<file path="config.mk">
export PLATFORM = sky130hd
export DESIGN_NAME = fetch
export DESIGN_NICKNAME = d
export VERILOG_FILES = /design/src/rtl/fetch.sv
export SDC_FILE = /design/constraint.sdc
export NUM_CORES = 1
export LEC_CHECK = 0
export ABC_AREA = 1
export CAP_MARGIN = 15
export CELL_PAD_IN_SITES_DETAIL_PLACEMENT = 1
export CELL_PAD_IN_SITES_GLOBAL_PLACEMENT = 2
export CORE_AREA = 2 2 129 162
export DETAILED_ROUTE_END_ITERATION = 7
export DIE_AREA = 0 0 131 164
export PLACE_DENSITY = 0.83
export SYNTH_ARGS = -nofsm -noshare
export SYNTH_HDL_FRONTEND = slang
export SYNTH_SLANG_ARGS = --single-unit
</file>
<file path="constraint.sdc">
create_clock -name clk -period 10.51 [get_ports clk]
set_input_delay 2.102 -clock clk [delete_from_list [all_inputs] [get_ports clk]]
set_output_delay 2.102 -clock clk [all_outputs]
set_load 0.02 [all_outputs]
</file>
<file path="src/rtl/fetch.sv">
// Instruction-fetch stage feeding decode.
// Owns the architectural PC and issues one instruction-memory read per enable pulse.
// It then waits a fixed read latency and presents {pc_out, command} together with a
// one-cycle done pulse. A redirect (jump_en/jump_addr) only takes effect when it comes
// with an enable.
// The memory read data must be valid on the clock edge MEM_LATENCY cycles after the edge
// that registered imem_addr. The registered address counts as the first of those cycles.
module fetch #(
    parameter logic [31:0] RESET_PC    = 32'h0000_0000,
    parameter int          IMEM_ADDR_W = 15,
    parameter int          MEM_LATENCY = 2
) (
    input  logic                   clk,
    input  logic                   rst,
    input  logic                   enable,
    input  logic                   jump_en,
    input  logic [31:0]            jump_addr,
    output logic                   busy,
    output logic                   done,
    output logic [31:0]            pc_out,
    output logic [31:0]            command,
    output logic [IMEM_ADDR_W-1:0] imem_addr,
    input  logic [31:0]            imem_rdata
);

    localparam int CNT_W = (MEM_LATENCY > 1) ? $clog2(MEM_LATENCY) : 1;

    typedef enum logic [1:0] {
        ST_IDLE = 2'd0,
        ST_WAIT = 2'd1
    } state_t;

    state_t                 state_q, state_d;
    logic [31:0]            pc_reg_q, pc_reg_d;
    logic [31:0]            fa_q, fa_d;
    logic [CNT_W-1:0]       counter_q, counter_d;
    logic                   busy_q, busy_d;
    logic                   done_q, done_d;
    logic [31:0]            pc_out_q, pc_out_d;
    logic [31:0]            command_q, command_d;
    logic [IMEM_ADDR_W-1:0] imem_addr_q, imem_addr_d;
    logic [31:0]            fetch_addr;

    // Target of a new fetch: an aligned redirect address or the running PC.
    assign fetch_addr = jump_en ? {jump_addr[31:2], 2'b00} : pc_reg_q;

    // Next-state and datapath updates; every register holds unless a transition updates it.
    always_comb begin
        state_d     = state_q;
        pc_reg_d    = pc_reg_q;
        fa_d        = fa_q;
        counter_d   = counter_q;
        busy_d      = busy_q;
        done_d      = 1'b0;
        pc_out_d    = pc_out_q;
        command_d   = command_q;
        imem_addr_d = imem_addr_q;
        case (state_q)
            ST_IDLE: begin
                if (enable) begin
                    fa_d        = fetch_addr;
                    imem_addr_d = fetch_addr[IMEM_ADDR_W+1:2];
                    counter_d   = CNT_W'(MEM_LATENCY - 1);
                    busy_d      = 1'b1;
                    state_d     = ST_WAIT;
                end
            end
            ST_WAIT: begin
                if (counter_q == '0) begin
                    command_d = imem_rdata;
                    pc_out_d  = fa_q;
                    pc_reg_d  = fa_q + 32'd4;
                    done_d    = 1'b1;
                    busy_d    = 1'b0;
                    state_d   = ST_IDLE;
                end else begin
                    counter_d = counter_q - 1'b1;
                end
            end
            default: begin
                busy_d  = 1'b0;
                state_d = ST_IDLE;
            end
        endcase
    end

    // State register with asynchronous reset; an abandoned fetch produces no done.
    always_ff @(posedge clk or posedge rst) begin
        if (rst) begin
            state_q     <= ST_IDLE;
            pc_reg_q    <= RESET_PC;
            fa_q        <= RESET_PC;
            counter_q   <= '0;
            busy_q      <= 1'b0;
            done_q      <= 1'b0;
            pc_out_q    <= 32'h0;
            command_q   <= 32'h0;
            imem_addr_q <= RESET_PC[IMEM_ADDR_W+1:2];
        end else begin
            state_q     <= state_d;
            pc_reg_q    <= pc_reg_d;
            fa_q        <= fa_d;
            counter_q   <= counter_d;
            busy_q      <= busy_d;
            done_q      <= done_d;
            pc_out_q    <= pc_out_d;
            command_q   <= command_d;
            imem_addr_q <= imem_addr_d;
        end
    end

    assign busy      = busy_q;
    assign done      = done_q;
    assign pc_out    = pc_out_q;
    assign command   = command_q;
    assign imem_addr = imem_addr_q;

endmodule

</file>
==> flow_summary.json <==
{
  "nets": 923,
  "synth_seq_cells": 129,
  "cp.buffers_inverters": 1,
  "final-max-slew-violation-count": 0,
  "die_area_um2": 21500,
  "path_cells": "clkdlybuf4s50_1",
  "stdcell_area_um2": 8040,
  "grt_pass1_wl_mm": 28.4,
  "ys_types": 23,
  "hpwl_mm": 11.9,
  "required_ns": 8.41,
  "routedWlPerCell_um": 15.4,
  "worstHoldPathCells": 2,
  "fin_hold_ws_ns": 0.466,
  "synth_largest_area_cell": "dfrtp_1",
  "yosys-top-cells-area": "dfrtp_1, nand2_1, nor2_1",
  "cp-start-kind": "register",
  "dpl_cell_area_um2": 7470,
  "worstPathArrival_ns": 1.55,
  "tightest_slew_ns": 0.783,
  "wl_mm": 17.5,
  "ys_async_sr_fraction": 1.00,
  "io_pins": 149,
  "clock_sinks": 129,
  "crit_family": "buffers and inverters",
  "cts_buffer_depth": 2,
  "synth_top_flop_cell": "dfrtp_1",
  "fin_cells": 1135,
  "path_class": "register to output port",
  "dp_cells": 1105,
  "hold_viol_final": 0,
  "cts_resized": 0,
  "timing.final.crit_period_ns": 3.65,
  "fmax_mhz": 274,
  "grtUsageTotal": 0.173,
  "r2r-end": "pc_reg_q[19]",
  "synth.avg_cell_area_um2": 8.02,
  "r2r_slack_ns": 8.25,
  "grt_overflow": 0,
  "power_mw": 2.63,
  "period_share": 0.347,
  "setup_slack_ns": 6.86,
  "vias_per_cell": 4.59,
  "min_path_type": "register to register",
  "r2r-start": "busy",
  "via_count": 5212,
  "p_per_area_nw_per_um2": 327,
  "die_x_um": 131,
  "synthTopCellsByCount": "nand2_1, dfrtp_1, nor2_1",
  "synth_area_um2": 5880,
  "diodes": 0,
  "critPathMaxStageDelay_ns": 0.67,
  "hold_end": "command[23]",
  "syn_inst": 733,
  "maxCapViolations": 0,
  "pre_cts_slack_ns": 6.44,
  "ant_nets": 0,
  "cts_buffers": 17,
  "cts_root_buf": "clkbuf_16",
  "synth_nets": 802,
  "post_cts_buffers": 0,
  "setup_violations": 0,
  "cts_tree": "yes",
  "path_max_fanout": 7,
  "synth_top_area_share": 0.549,
  "synth-edff-count": 0,
  "gp_congestion": 0.743,
  "drtIter0Drc": 235,
  "cts_htree_levels": 4,
  "final.setup.tns_ns": 0,
  "port_buffers": 146,
  "clkSlewWorstSetupHoldPaths_ns": 0.06,
  "leakage_nw": 3.59,
  "status": "complete, no violations",
  "yosysMostFrequentCell": "nand2_1",
  "drc_errors": 0,
  "ir_drop_v": 0.000125,
  "grt_pass1_vias": 5440,
  "slowest_stage": "clkdlybuf4s50_1",
  "fin_skew_ns": 0.00693,
  "fin_util": 0.403,
  "synth-warning-count": 0,
  "grt_max_degree": 79,
  "worstRegToRegCells": 7,
  "seq_area_frac_synth": 0.549,
  "worstSkewPairLatency_ns": 0.42,
  "holdCritStartpoint": "command[23]",
  "rows": 58,
  "die_h_um": 164,
  "ctsHoldBuffers": 0,
  "start_util": 0.295,
  "dr.pass1.iters": 4,
  "grt_setup_unrepaired": "false",
  "antenna_found_initial": 0,
  "areaGrowthSynthToFinish_pct": 36.8,
  "drive_gt1_frac": 0.0543,
  "slew_headroom": 0.478,
  "end_kind": "output port",
  "core-area_um2": 20000
}
-- layout by cell type (no fill, tap or decap) --
cell	Yosys	layout
inv_4	0	1
and2_1	1	1
nor2_4	3	4
o21ai_0	57	57
clkdlybuf4s50_1	0	146
buf_4	17	6
a21oi_1	1	1
o22ai_1	30	30
clkbuf_16	0	17
dfrtp_1	129	129
nand2_2	2	2
nor2_1	114	114
bufinv_16	0	2
clkbuf_8	0	4
inv_2	2	1
nand2_1	227	227
xor2_1	2	2
o21ai_1	4	4
inv_6	0	1
clkinv_2	0	4
inv_1	44	43
ha_1	1	1
nand4_1	3	3
nor2_2	6	5
o21a_1	2	2
clkbuf_1	16	3
o211ai_1	1	1
nand3_1	54	54
-- worst max path at each step --
stage,startpoint,endpoint,slack [ns],depth (start not counted)
after global placement,enable,fa_q[29],6.47,6
final,fa_q[4],imem_addr[2],6.86,1
after detailed placement,enable,fa_q[4],6.44,6
after floorplan,rst,busy,4.97,1
after CTS,fa_q[4],imem_addr[2],6.83,1
after global routing,enable,fa_q[13],6.71,6
-- flip-flops by register name (all words and copies together), names as in the netlist --
name       count
command       32
fa_q          32
pc_reg_q      32
pc_out        30
busy           1
counter_q      1
done           1
-- layout make-up --
type	instances	area, µm²
fill	2379	11900
sequential	129	3230
multi-input combinational	508	2210
timing repair buffer	152	1510
clock buffer	24	492
tap	270	338
inverter	46	180
clock inverter	6	80.1
-- cells by family after synthesis --
family                     synth area share
xor gates and xnor gates            0.00298
DFF                                   0.549
and+or+nand+nor                       0.282
AOI/OAI and AO/OA                    0.0885
buffers and inverters                0.0749
adders and majority gates           0.00213
-- per-layer routing --
layer  vias up  part of all wire  track usage  wire length [µm]
met1      2522              0.45        0.214              7810
met4         0             0.019       0.0619               323
li1       2565                 -            -                 -
met3        22             0.047       0.0440               821
met2       103              0.49        0.289              8500
met5         -                 0            0                 0
-- power breakdown --
group	internal [mW]	switching [mW]	total [mW]
Clock	0.370	0.213	0.583
Sequential	0.737	0.165	0.903
Combinational	0.460	0.681	1.14
No activity file was read; power rests on OpenSTA's default activity.
